--- config.mk ---
export PLATFORM = sky130hd
export DESIGN_NAME = memory_access_stage
export DESIGN_NICKNAME = d
export VERILOG_FILES = /design/src/rtl/memory_access_stage.sv
export SDC_FILE = /design/constraint.sdc
export NUM_CORES = 1
export LEC_CHECK = 0
export CORE_AREA = 2 2 150 152
export DETAILED_ROUTE_END_ITERATION = 7
export DIE_AREA = 0 0 152 154
export GPL_TIMING_DRIVEN = 0
export PLACE_DENSITY = 0.8
export SLEW_MARGIN = 40
export SYNTH_ARGS = -nofsm -noshare
export SYNTH_HDL_FRONTEND = slang
export SYNTH_SLANG_ARGS = --single-unit
--- constraint.sdc ---
create_clock -name clk -period 4.02 [get_ports clk]
set_clock_uncertainty 0.1 [all_clocks]
set_input_delay 1.206 -clock clk [delete_from_list [all_inputs] [get_ports clk]]
set_output_delay 1.206 -clock clk [all_outputs]
set_load 0.1 [all_outputs]
--- src/rtl/memory_access_stage.sv ---
// RV32I memory-access stage: data-cache handshake, load formatting
// and the MA/WB pipeline register (also the EX forwarding source).
package rv32i_pkg;

  typedef enum logic [6:0] {
    op_lui   = 7'b0110111,
    op_auipc = 7'b0010111,
    op_jal   = 7'b1101111,
    op_jalr  = 7'b1100111,
    op_br    = 7'b1100011,
    op_load  = 7'b0000011,
    op_store = 7'b0100011,
    op_imm   = 7'b0010011,
    op_reg   = 7'b0110011,
    op_csr   = 7'b1110011
  } rv32i_opcode;

  typedef struct packed {
    rv32i_opcode opcode;
    logic [2:0]  aluop;
    logic        load_regfile;
    logic [4:0]  rd;
  } rv32i_control_word;

endpackage

module memory_access_stage
  import rv32i_pkg::*;
#(
  parameter int STALL_CNT_W = 16
) (
  input  logic                   clk,
  input  logic                   rst,
  input  rv32i_control_word      ctrl_word_in,
  input  logic [31:0]            instruction_in,
  input  logic [31:0]            PC_in,
  input  logic [31:0]            alu_out_in,
  input  logic [31:0]            rs2_in,
  input  logic [3:0]             mem_byte_enable_in,
  input  logic                   br_en_in,
  input  logic                   IF_stall,
  output logic                   data_read,
  output logic                   data_write,
  output logic [31:0]            data_addr,
  output logic [31:0]            data_wdata,
  output logic [3:0]             data_mbe,
  input  logic [31:0]            data_rdata,
  input  logic                   data_resp,
  output logic                   MA_stall,
  output rv32i_control_word      ctrl_word_out,
  output logic [31:0]            instruction_out,
  output logic [31:0]            PC_out,
  output logic [31:0]            wb_data_out,
  output logic                   br_en_out,
  output logic [STALL_CNT_W-1:0] stall_cycles
);

  typedef enum logic {REQ, HOLD} state_t;

  state_t      state, state_nx;
  logic [31:0] hold_rdata;
  logic        is_load, is_store, mem_op;
  logic        latch_hold;
  logic [31:0] rdata, sh, ld_data, wb_data;
  logic [2:0]  funct3;
  logic        advance;

  assign is_load  = ctrl_word_in.opcode == op_load;
  assign is_store = ctrl_word_in.opcode == op_store;
  assign mem_op   = is_load || is_store;
  assign funct3   = instruction_in[14:12];

  assign data_addr  = {alu_out_in[31:2], 2'b00};
  assign data_wdata = rs2_in << {alu_out_in[1:0], 3'b000};

  always_comb begin
    state_nx   = state;
    data_read  = 1'b0;
    data_write = 1'b0;
    data_mbe   = 4'b0000;
    MA_stall   = 1'b0;
    latch_hold = 1'b0;
    unique case (state)
      REQ: begin
        data_read  = is_load;
        data_write = is_store;
        data_mbe   = is_store ? mem_byte_enable_in : 4'b0000;
        MA_stall   = mem_op && !data_resp;
        if (mem_op && data_resp && IF_stall) begin
          latch_hold = 1'b1;
          state_nx   = HOLD;
        end
      end
      HOLD: begin
        if (!IF_stall) state_nx = REQ;
      end
      default: state_nx = REQ;
    endcase
    // Nothing reaches the cache while the stage is held in reset.
    if (!rst) begin
      data_read  = 1'b0;
      data_write = 1'b0;
      data_mbe   = 4'b0000;
      MA_stall   = 1'b0;
    end
  end

  assign rdata = (state == HOLD) ? hold_rdata : data_rdata;
  assign sh    = rdata >> {alu_out_in[1:0], 3'b000};

  always_comb begin
    ld_data = sh;
    case (funct3)
      3'b000:  ld_data = {{24{sh[7]}}, sh[7:0]};
      3'b001:  ld_data = {{16{sh[15]}}, sh[15:0]};
      3'b100:  ld_data = {24'd0, sh[7:0]};
      3'b101:  ld_data = {16'd0, sh[15:0]};
      default: ld_data = sh;
    endcase
  end

  assign wb_data = is_load ? ld_data : alu_out_in;
  assign advance = !MA_stall && !IF_stall;

  always_ff @(posedge clk or negedge rst) begin
    if (!rst) begin
      state      <= REQ;
      hold_rdata <= '0;
    end else begin
      state <= state_nx;
      if (latch_hold) hold_rdata <= data_rdata;
    end
  end

  always_ff @(posedge clk or negedge rst) begin
    if (!rst) begin
      ctrl_word_out   <= '0;
      instruction_out <= '0;
      PC_out          <= '0;
      wb_data_out     <= '0;
      br_en_out       <= 1'b0;
    end else if (advance) begin
      ctrl_word_out   <= ctrl_word_in;
      instruction_out <= instruction_in;
      PC_out          <= PC_in;
      wb_data_out     <= wb_data;
      br_en_out       <= br_en_in;
    end
  end

  always_ff @(posedge clk or negedge rst) begin
    if (!rst) begin
      stall_cycles <= '0;
    end else if (MA_stall && stall_cycles != '1) begin
      stall_cycles <= stall_cycles + STALL_CNT_W'(1);
    end
  end

endmodule

== After elaboration in Yosys (flattened, before gate mapping) ==
Index checks and enable logic that the tools add are counted.

* Input bits: 185
* Output and inout port bits: 200
* Flip-flop bits (word level): 162

* Equality and inequality tests: 6
* Reductions and logical operators: 10
* Mux-type cells: 16
* $add $sub $neg: 1
* Bitwise operators: 1
* Shift operators: 2

{| class="wikitable"
|+ Operator list
! kind !! count
|-
| $pmux 32 s4 || 1
|-
| $mux 32 || 2
|-
| $shl 32x5->32 || 1
|-
| $shr 32x5->32 || 1
|-
| $add 16x1->16 const B || 1
|-
| $ne 16x16->1 const B || 1
|-
| $mux 4 || 3
|-
| $mux 1 || 9
|-
| $eq 7x2->1 const B || 1
|-
| $eq 7x6->1 const B || 1
|-
| $eq 3x3->1 const B || 2
|-
| $logic_and 1x1->1 || 5
|-
| $eq 3x1->1 const B || 1
|-
| $logic_not 1->1 || 3
|-
| $logic_not 3->1 || 1
|-
| $pmux 1 s2 || 1
|-
| $logic_or 1x1->1 || 1
|-
| $not 1->1 || 1
|}

== Depth between registers and ports, before layout ==
Gate-level depths: netlist of the first run.

* Word-level depth: 7
* Depth in mapped cells: 9

== Least setup slack after synthesis of the first run ==
OpenSTA, ideal clock, no wires.

* Path kind: input-to-output
* From: input port ctrl_word_in[13] (netlist bit)
* To: output port data_mbe[0]
* Cell stages on the path: 3
* Data arrival time: 4.878 ns
* Data required time: 2.714 ns
* Slack: -2.164 ns
* Buffers on the path: 0
* Cells stage by stage: or4b_4 -> nor3_1 -> and2_1

* Longest elaborated chain between the ends: 4

{| class="wikitable"
|+ RTL lines
! what !! RTL line !! source
|-
| start, declared || 34 || <nowiki>input rv32i_control_word ctrl_word_in,</nowiki>
|-
| $eq 7x6->1 || 69 || <nowiki>assign is_store = ctrl_word_in.opcode == op_store;</nowiki>
|-
| $mux 4 || 87 || <nowiki>data_mbe = is_store ? mem_byte_enable_in : 4'b0000;</nowiki>
|-
| $mux 4 || 83 || <nowiki>unique case (state)</nowiki>
|-
| $mux 4 || 100 || <nowiki>if (!rst) begin</nowiki>
|-
| end, declared || 46 || <nowiki>output logic [3:0] data_mbe,</nowiki>
|}

Every way passes these cells.

== Worst setup path in the final report of the first run ==
* From: input port alu_out_in[0]
* To: output port data_wdata[11]

* Longest elaborated chain between the ends: 1

{| class="wikitable"
|+ RTL lines
! what !! RTL line !! source
|-
| start, declared || 37 || <nowiki>input logic [31:0] alu_out_in,</nowiki>
|-
| $shl 32x5->32 || 74 || <nowiki>assign data_wdata = rs2_in << {alu_out_in[1:0], 3'b000};</nowiki>
|-
| end, declared || 45 || <nowiki>output logic [31:0] data_wdata,</nowiki>
|}

Every way passes these cells.

==> results of run 1 <==
==> critical path, stage by stage <==
cell,delay (ns)
dlygate4sd2_1,0.38
buf_8,0.25
buf_4,0.26
mux2i_1,0.30
nor2_4,0.05
buf_4,0.23
==> synthesized netlist by cell type (all sizes together), types with 8 or more instances <==
cell / number
nand2: 296
dfrtp: 162
buf: 65
mux2: 48
nor2: 41
o21ai: 40
nor3: 29
a211oi: 26
mux2i: 24
mux4: 24
clkbuf: 21
and2: 16
a21oi: 12
nor2b: 11
xnor2: 9
a22oi: 8
==> layout make-up <==
cell class / count / share of cell area (%)
well taps: 280 / 2.69
flip-flops and latches: 162 / 31.2
clock inverters: 15 / 1.43
inverters: 3 / 0.125
clock buffers: 17 / 3.27
repair buffers: 394 / 24.8
multi-input cells: 622 / 32.0
diodes: 3 / 0.0577
plain buffers: 84 / 4.41
==> cells by family (layout without fill, tap and decap cells) <==
group | after synthesis | after routing | share of synthesized area (%)
buffers and inverters | 89 | 513 | 6.38
muxes | 96 | 96 | 15.7
other | 1 | 5 | 0.0443
and+or+nand+nor | 420 | 420 | 21.4
xor gates and xnor gates | 14 | 14 | 1.45
adders and majority gates | 1 | 1 | 0.148
DFF | 162 | 162 | 47.8
AOI/OAI and AO/OA | 89 | 89 | 7.01
==> what timing repair did <==
item	4_1_cts	5_1_grt
setup buffers	5	1
setup endpoints to repair	39	25
pin swaps	2	3
gates resized for setup	67	19
gates cloned	6	0
==> registers in the layout (all words and copies together), names as in the netlist <==
signal	flops
wb_data_out	32
PC_out	32
ctrl_word_out	16
stall_cycles	16
br_en_out	1
instruction_out	32
state	1
hold_rdata	32
==> per-layer routing <==
| metal | track usage (%) | vias up | share of wire (%) |
|---|---|---|---|
| met1 | 34.7 | 3880 | 41 |
| met4 | 10.3 | 0 | 3.4 |
| met2 | 45.3 | 321 | 50 |
| li1 | - | 3771 | - |
| met3 | 5.02 | 59 | 5.7 |
| met5 | 0 | - | 0 |
==> power by group through the flow <==
stage / clock network, mW / logic (mW) / registers (mW)
after floorplan: 0 / 0.636 / 2.64
after detailed placement: 0 / 1.93 / 1.87
final: 1.67 / 1.98 / 1.84
after CTS: 1.70 / 1.98 / 1.84
after global routing: 1.77 / 2.06 / 1.85
after global placement: 0 / 2.05 / 1.86
==> worst paths after layout <==
path                            slack (ns)                 from                  end  cells after the start
worst min-delay path                  0.37  instruction_out[13]  instruction_out[13]                      2
worst min register to register        0.37  instruction_out[13]  instruction_out[13]                      2
max in group asynchronous             2.52                  rst      wb_data_out[26]                      3
worst max register to register        1.25                state   instruction_out[0]                     10
min in group asynchronous             0.61                  rst       wb_data_out[4]                      1
worst max-delay path                  0.01        alu_out_in[0]       data_wdata[11]                      6
==> results by stage, run 1 <==
Run status:
- The flow ran to the end, and the final reports show no timing, DRC or antenna violations.

Logic synthesis:
- Of all flip-flops after synthesis, the portion carrying an async set or reset was 100%.
- The synthesized netlist cell count is 872.
- The Yosys warning count is 0.
- The sequential-to-total area share from yosys stat is 47.8%.
- The leading register cell type out of synthesis is dfrtp_1.
- Yosys attributes the largest share of cell area to dfrtp_1, nand2_1, mux2_2.
- The count of state elements after synthesis is 162.
- The number of library cell types mapped by synthesis is 46.
- The largest area contributor in the synthesized netlist is dfrtp_1.
- The average size of a mapped cell is 9.72 um^2.
- In this run, synthesis inferred 0 flip-flops with an integrated enable.
- The fraction of synthesized cell area taken by the top area cell type is 47.8%.
- The total standard cell area after synthesis is 8470 um^2.

Timing:
- The slew of the pin with the lowest slew margin is 0.802 ns.
- The count of final hold-check violations is 0.
- The max-slew violation total from the final report was 0.
- After layout, the minimum clock period comes to 4.01 ns.
- Hold timing on the final database bottoms out at a slack of 0.370 ns.
- The final sum of negative setup slack is 0 ns.
- After layout, the worst setup slack is 0.0147 ns.
- Setup repair after global routing could not meet its margin everywhere.
- After layout, the worst path uses 99.6% of the clock period.
- The relative slew slack is 46.1%.
- The fmax is 250 MHz.
- The number of failing setup endpoints in the final timing report is 0.

Power and ir drop:
- In this run the power density over the cells is 422 nW/um^2.
- The total design power is 5.49 mW.
- Of the total power, registers draw 33.5%.
- The leakage power summed over all cells is 6.30 nW.
- The internal power of the cells totals 3.15 mW.
- The total net switching power is 2.34 mW.
- The clock network accounts for 30.4% of the total power.
- IR analysis of the VDD net gives a maximum drop of 0.262 mV.
- Net switching is 42.7% of the power.
- In this run, the combinational gates consume 36.1% of the power.

Global routing:
- The total routing usage reported by global routing is 26.9%.
- Entering global routing, the biggest net connects 43 pins.
- The initial antenna violation count is 5.
- The via count of the first global-routing pass is 8024.
- Summed over all layers, the global routing overflow is 0.
- The first global-routing pass estimated 48500 um of wire.

Layout:
- The sequential cell area in the final layout is 4050 um^2.
- Leaving out fill and tap cells, the most frequent cells in the layout are nand2_1, buf_2, clkdlybuf4s50_1.
- The final standard cell count with taps included and fillers excluded is 1580.
- The filler cells instantiated in the layout total 1849.
- In the final layout, the share of cells above drive strength 1 is 34.2%.
- The library cell used most frequently in the layout, excluding fill and tap cells, is nand2_1.
- The combined area of the multi-input logic cells is 4170 um^2.
- Summing all non-filler instances in the final layout gives an area of 13000 um^2.
- For this run, the share of the core covered by cells in the final layout is 60.0%.
- The net count of the finished layout is 1470.
- The area growth from synthesis to final layout is 53.6%.

Critical path:
- The arrival time at the worst endpoint is 2.70 ns.
- For the worst setup path, the data required time is 2.71 ns.
- The critical path in this run is classified as in2out.
- In this run the worst path has a maximum fanout of 19.
- The endpoint class of the critical path is a primary output.
- The element type at the critical path start is an input port.

CTS:
- The clock tree from TritonCTS is done.
- The H-tree was split into 4 levels.
- The tree built by TritonCTS fans out to 162 sinks.
- The number of hold buffers added after CTS was 0.
- In this run the clock root is driven by a clkbuf_16.
- The number of buffers inserted during clock tree synthesis is 17.
- The clock transition at the registers of the reported paths is 0.06 ns.
- The later pin in the worst-skew pair is clocked with a latency of 0.42 ns.
- The maximum number of buffers from clock root to sink is 2.

Die:
- The floorplan step defined a die boundary enclosing 23400 um^2.
- The number of ports placed on the die boundary is 385.
- The core region area is 21700 um^2.
- The effective utilization at floorplan is 39.1%.
- The die extent in y is 154 um.
- The horizontal extent of the die is 152 um.
- The initialized floorplan defines 54 standard-cell rows.

Place:
- The count of buffers added on input and output ports is 381.
- The total cell area at the placement stage is 11900 um^2.
- Routability-driven placement finished with a final weighted congestion of 0.934.
- The number of cells in the design after placement is 1536.
- The detailed placement HPWL is 24300 um.
- At the placement stage, the worst setup path has a slack of -1.16 ns.

Route:
- The routed design has 31700 um of wire.
- After detailed routing, the average wire length per cell comes to 20.0 um.
- The residual antenna-violating net count after detailed routing is 0.
- The detailed router's first-iteration violation count is 503.
- The final route contains 8031 vias.
- The first TritonRoute pass finished after 5 iterations.
- The vias per cell is 5.08.
- The total DRC errors in the routed layout is 0.

Min path:
- The type of the most critical hold path is reg2reg.

Job:
- Across the run, the number of max-cap violations was 0.
Power figures use the tool's default switching activity.
==> run 2, diff against run 1 <==
--- a/config.mk
+++ b/config.mk
@@ -8,7 +8,6 @@
 export CORE_AREA = 2 2 150 152
 export DETAILED_ROUTE_END_ITERATION = 7
 export DIE_AREA = 0 0 152 154
-export GPL_TIMING_DRIVEN = 0
 export PLACE_DENSITY = 0.8
 export SLEW_MARGIN = 40
 export SYNTH_ARGS = -nofsm -noshare
==> run 2 against run 1 <==
Net effect: count of clock-buffer cells in the layout unchanged; flip-flop and latch count unchanged; clock power about the same; non-clock buffer count down 47; sequential share of layout area down 1.6 points; critical path depth unchanged; cell count down 2.9%; sequential power about the same; via count down 3.1%; wire length down 6.0%; largest cell class is now buffers.
==> results by stage, run 2 (same netlist as run 1, synthesis figures left out) <==
Run status:
- The flow ran to the end, and the final reports show no timing, DRC or antenna violations.

Layout:
- Leaving out fill and tap cells, the most frequent cells in the layout are nand2_1, clkdlybuf4s50_1, dfrtp_1.
- After routing the design area is 13700 um^2.
- Leaving out fill and tap cells, the most frequent cell in the layout is nand2_1.
- From synthesis to final layout, the design area changed by 61.8%.
- The final standard cell count with taps included and fillers excluded is 1534.
- The share of layout cells above drive strength 1 is 32.6%.
- The net total in the final layout is 1423.

CTS:
- The buffer type at the clock tree root is clkbuf_16.
- The number of hold buffers added after CTS was 0.
- The clock passes through at most 2 buffers.
- The clock reaches the later pin of the worst-skew pair after 0.43 ns.
- Clock tree synthesis inserted a total of 17 buffers.
- Clock-pin slew was measured on the worst setup and hold paths at 0.07 ns.
- TritonCTS built the clock tree.
- The H-tree was split into 4 levels.
- The clock drives 162 sinks.

Critical path:
- The worst setup path is captured at a primary output.
- The slack of the worst reg-to-reg path is 1.33 ns.
- Data arrives at the worst endpoint at 2.66 ns.
- The class of the most critical setup path is in2out.
- The worst reg-to-reg path cell count is 8.
- Along the worst path, the maximum fanout reaches 2.
- Data on the critical path is required at its endpoint by 2.71 ns.
- The reg-to-reg endpoint is wb_data_out[17].
- In this run the critical register-to-register path is launched from state.
- The element type at the critical path start is an input port.

Global routing:
- Entering global routing, the biggest net connects 69 pins.
- The initial antenna violation count came to 6.
- The first global-routing pass estimated 46100 um of wire.
- The total routing usage reported by global routing is 25.4%.
- The global route total overflow is 0.
- The via count of the first global-routing pass is 7937.

Die:
- The floorplan has 54 rows.
- The floorplan step defined a core boundary enclosing 21700 um^2.
- The die covers 23400 um^2.
- The horizontal extent of the die is 152 um.
- The die extent in y is 154 um.
- The initial utilization of the core area, before any placement, comes to 39.1%.
- During I/O placement, the number of pins put on the boundary was 385.

Place:
- Detailed placement ended at an HPWL of 23400 um.
- After detailed placement, the design holds a cell count of 1497.
- Routability-driven placement finished with a final weighted congestion of 0.871.
- The post-placement worst setup slack is -0.305 ns.
- The total cell area at the placement stage is 13100 um^2.
- The count of buffers added on input and output ports is 382.

Min path:
- The path class of the tightest hold or removal check is reg2reg.
- For hold timing, the worst endpoint is ctrl_word_out[7].
- The worst hold path passes through 2 cells.
- The worst min-delay path startpoint is ctrl_word_out[7].

Power and ir drop:
- For this design the ratio of total power to cell area is 409 nW/um^2.
- The total design power is 5.61 mW.
- Summed over all cells, the static leakage comes to 6.39 nW.
- The highest ir drop seen on vdd is 0.236 mV.

Timing:
- Setup repair after global routing left no endpoint under its margin.
- Setup slack closes at 0.0544 ns.
- The max-slew violation total from the final report is 0.
- The fmax is 252 MHz.
- For the final routed database, the setup TNS stands at 0 ns.
- In the finished design, the share of the clock period the worst path needs comes to 98.6%.
- The count of final hold-check violations was 0.
- The number of failing setup endpoints in the final timing report is 0.
- The slew of the pin with the lowest slew margin is 0.681 ns.
- The smallest clock period supported by the final layout is computed as 3.97 ns.
- The relative slew slack is 54.6%.

Route:
- After detailed routing, the average wire length per cell comes to 19.4 um.
- Wires add up to 29800 um.
- Summing over every cut layer, the via total after detailed routing is 7785.
- After detailed routing, the number of vias per cell comes to 5.07.
- The first detailed-routing pass took 5 iterations.
- For this block, the initial DRC count from the detailed router was 599.
- The total DRC errors in the routed layout is 0.
- The count of nets left with antenna violations once routing finished came out at 0.

Job:
- Across the run, the number of max-cap violations was 0.
==> run 2: cell types whose count changed in the layout (fill, tap and decap cells not counted), moves of 3 or more <==
cell / before / now
clkbuf_4: 8 / 0
dlymetal6s2s_1: 4 / 1
buf_12: 2 / 76
bufbuf_16: 6 / 0
buf_6: 8 / 2
clkbuf_1: 13 / 0
mux2i_1: 19 / 24
buf_4: 73 / 125
buf_2: 182 / 49
mux2i_2: 4 / 0
==> run 2: critical path, stage by stage <==
cell and delay, ns:
clkdlybuf4s50_1 0.41, nand4bb_4 0.23, buf_12 0.15, or3_4 0.40, inv_4 0.08, buf_12 0.17
==> run 2: per-layer routing <==
layer  wire length, um  vias to the layer above  global-route usage, %
met5                 0                        -                      0
met4               777                        0                   8.95
met3              1580                       44                   5.69
met2             15600                      280                   44.1
met1             11800                     3806                   31.1
li1                  -                     3655                      -
==> run 2: power by group <==
part | internal (mW) | switching, mW
Combinational | 0.595 | 1.50
Clock | 0.899 | 0.780
Sequential | 1.76 | 0.0758
==> run 2: through the flow <==
step | hold WS, ns | util, %
global placement | 0.356 | 61.1
global route | 0.398 | 63.2
finish | 0.375 | 63.2
CTS | 0.377 | 63.1
floorplan | 0.371 | -
detailed placement | 0.359 | 60.2
==> run 2: what timing repair did <==
| action | CTS | global route |
|---|---|---|
| pin swaps | 5 | 2 |
| resized for setup | 13 | 1 |
| endpoints found under the setup margin | 7 | 6 |
| buffers inserted | 1 | 0 |
==> run 2: worst max-delay path by stage <==
stage | startpoint | endpoint | slack, ns | cells past startpoint
6_report | ctrl_word_in[11] | MA_stall | 0.05 | 6
3_3_place_gp | ctrl_word_in[15] | MA_stall | -0.30 | 5
3_5_place_dp | ctrl_word_in[15] | data_mbe[3] | -0.31 | 5
2_1_floorplan | ctrl_word_in[13] | data_mbe[0] | -0.42 | 3
5_1_grt | ctrl_word_in[11] | data_mbe[1] | 0.004 | 6
4_1_cts | ctrl_word_in[9] | data_mbe[3] | 0.03 | 6
==> run 2: final cells by class <==
type	instances	area (um^2)
fillers	1746	7980
repair buffers	431	4520
multi-input cells	622	4140
flip-flops and latches	162	4060
clock buffers	17	425
well taps	280	350
clock inverters	15	188
inverters	3	13.8
diodes	4	10.0
==> run 3, diff against run 2 <==
==> constraint.sdc (replaced) <==
create_clock -name clk -period 4.02 [get_ports clk]
set_clock_uncertainty 0.1 [all_clocks]
set_input_delay 0.804 -clock clk [delete_from_list [all_inputs] [get_ports clk]]
set_output_delay 0.804 -clock clk [all_outputs]
set_load 0.1 [all_outputs]
==> run 3 against run 2 <==
Net effect: total power fell by 3.4%; critical endpoint unchanged; flip-flop and latch count did not move; non-clock buffer count fell by 26; final area fell by 9.3%; die area did not move; critical path depth fell by 1; sequential power barely moved; wire length fell by 7.2%; critical path type unchanged; worst setup slack improved by 0.35 ns; clock power barely moved; global-route usage fell by 1.8 points; first-iteration DRC count fell by 19%.
==> results by stage, run 3 (same netlist as run 1, synthesis figures left out) <==
Route:
- The routed length per instance is 18.4 um.
- The routed wire length is 27600 um.
- The detail route stage leaves a number of antenna-violating nets equal to 0.
- The detailed router's first-iteration violation count is 488.
- The routed layout has 7545 vias.
- For this run, design rule violations remaining after detail routing come to 0.
- The vias per cell is 5.01.
- The first-pass iteration count of the detailed router is 4.

CTS:
- Once the clock tree was built, the setup fixing pass inserted 0 buffers.
- The number of buffers inserted during clock tree synthesis is 17.
- CTS placed an instance of clkbuf_16 at the clock tree root.
- TritonCTS built the clock tree.
- The total number of H-tree levels is 4.
- After clock tree synthesis, the flow added hold-fix buffers numbering 0.
- The clock sink count is 162.
- The quantity of gates resized following cts is 0.
- The clock transition at the registers of the reported paths is 0.07 ns.
- At the later pin of the worst-skew pair, clock insertion delay measures 0.43 ns.
- No sink is reached through more buffers than the 2 on the longest clock path.

Critical path:
- For the worst setup path, the data required time is 3.12 ns.
- Data arrives at the worst endpoint at 2.71 ns.
- The element type at the critical path start is an input port.
- The startpoint of the worst register-to-register path is state.
- The worst reg-to-reg path cell count is 6.
- The slack of the worst reg-to-reg path is 1.49 ns.
- The endpoint class of the critical path is a primary output.
- Of all nets on the critical path, the largest fanout is 5.
- The class of the most critical setup path is in2out.
- The reg-to-reg endpoint is wb_data_out[16].

Layout:
- In the layout the commonest cells are nand2_1, clkdlybuf4s50_1, dfrtp_1.
- Cells with a size suffix above 1 make up 30.1% of the layout.
- The most common library cell in the layout ignoring fill and taps is nand2_1.
- Compared with the post-synthesis result, the final layout area differs by 46.7%.
- In the final design database the tool counted 1397 nets.

Min path:
- The type of the most critical hold path is in2async.

Power and ir drop:
- The power density over the cells is 436 nW/um^2.
- Net switching is 41.8% of the power.
- Summed over all nets, the switching power comes to 2.27 mW.
- The portion of total power attributed to the clock network is 30.8%.
- The logic gate share of total power is 35.4%.
- The leakage power summed over all cells is 5.92 nW.
- Registers are responsible for 33.8% of the overall power.
- The completed layout was analyzed and its total power is 5.42 mW.
- Across the VDD grid, the largest voltage drop is 0.264 mV.
- The internal cell power is 3.15 mW.

Global routing:
- The pin count of the biggest net entering global routing is 103.
- The via count of the first global-routing pass is 7637.
- The total routing usage reported by global routing is 23.6%.
- The initial antenna violation count is 1.
- After global routing the overflow that remains totals 0.
- The global-route wire length before repair is 43300 um.

Die:
- The number of ports placed on the die boundary is 385.
- The effective utilization at floorplan is 39.1%.
- The overall die area is 23400 um^2.
- In this run the vertical extent of the chip is 154 um.
- The core region area is 21700 um^2.
- The number of standard-cell rows in the floorplan is 54.
- The horizontal extent of the die is 152 um.

Job:
- The number of maximum-capacitance constraint violations is 0.

Timing:
- The time the worst path needs with I/O delays and setup is 3.62 ns.
- Setup repair after global routing left no endpoint under its margin.
- The relative slew slack is 58.0%.
- Hold timing on the final database bottoms out at a slack of 0.267 ns.
- The fmax is 277 MHz.
- After routing, the total negative slack on setup checks comes to 0 ns.
- The max-slew violation total from the final report is 0.
- The count of final hold-check violations is 0.
- The final critical path takes up 89.9% of the cycle.
- The number of failing setup endpoints in the final timing report is 0.
- The slew of the pin with the lowest slew margin is 0.629 ns.

Place:
- The detailed placement HPWL is 21400 um.
- The final estimated routing congestion in global placement is 0.930.
- In this run the tool buffered the top-level ports with 382 buffer cells.

Run status:
- The flow ran to the end, and the final reports show no timing, DRC or antenna violations.
[run 3: cell types whose count changed in the layout (fill, tap and decap cells not counted), sizes merged, moves of 2 or more]
| cell | delta |
|---|---|
| buf | -28 |
| clkdlybuf4s50 | +5 |
| dlygate4sd2 | -2 |
| clkinv | -3 |
| diode | -3 |
| clkinvlp | +2 |
[run 3: stage by stage]
step	instances	utilization, %	setup WS, ns	cell area (um^2)
3_5_place_dp	1472	54.5	0.412	11800
6_report	1505	57.3	0.404	12400
2_1_floorplan	873	-	0.0324	8560
4_1_cts	1504	57.3	0.412	12400
3_3_place_gp	1471	57.3	0.438	12400
5_1_grt	1505	57.3	0.354	12400
[run 3: worst max path at each step]
stage	start	end	slack, ns
finish	ctrl_word_in[13]	MA_stall	0.40
global route	ctrl_word_in[13]	MA_stall	0.35
CTS	ctrl_word_in[13]	MA_stall	0.41
detailed placement	ctrl_word_in[13]	MA_stall	0.41
global placement	ctrl_word_in[15]	MA_stall	0.44
floorplan	alu_out_in[1]	data_wdata[16]	0.03
[run 3: layout make-up]
| cell class | instances | area, um^2 |
|---|---|---|
| fill | 1882 | 9260 |
| sequential | 162 | 4060 |
| multi-input combinational | 622 | 4000 |
| timing repair buffer | 405 | 3410 |
| clock buffer | 18 | 429 |
| tap | 280 | 350 |
| clock inverter | 14 | 170 |
| inverter | 3 | 11.3 |
| antenna | 1 | 2.50 |
[run 3: metal layers]
layer | wire length (um) | GRT usage, %
met1 | 11400 | 30.1
met2 | 13700 | 39.7
met3 | 1770 | 5.16
met4 | 760 | 8.32
met5 | 0 | 0
[run 3: power by group through the flow]
stage,clock (mW),combinational [mW],sequential (mW)
6_report,1.67,1.92,1.83
2_1_floorplan,0,0.615,2.64
4_1_cts,1.71,1.93,1.83
5_1_grt,1.78,1.99,1.85
3_5_place_dp,0,1.93,1.86
3_3_place_gp,0,2.01,1.86
[run 3: critical path: stages]
cell	delay, ns
clkdlybuf4s50_1	0.52
or4b_4	0.62
or3_4	0.39
inv_2	0.17
buf_12	0.20
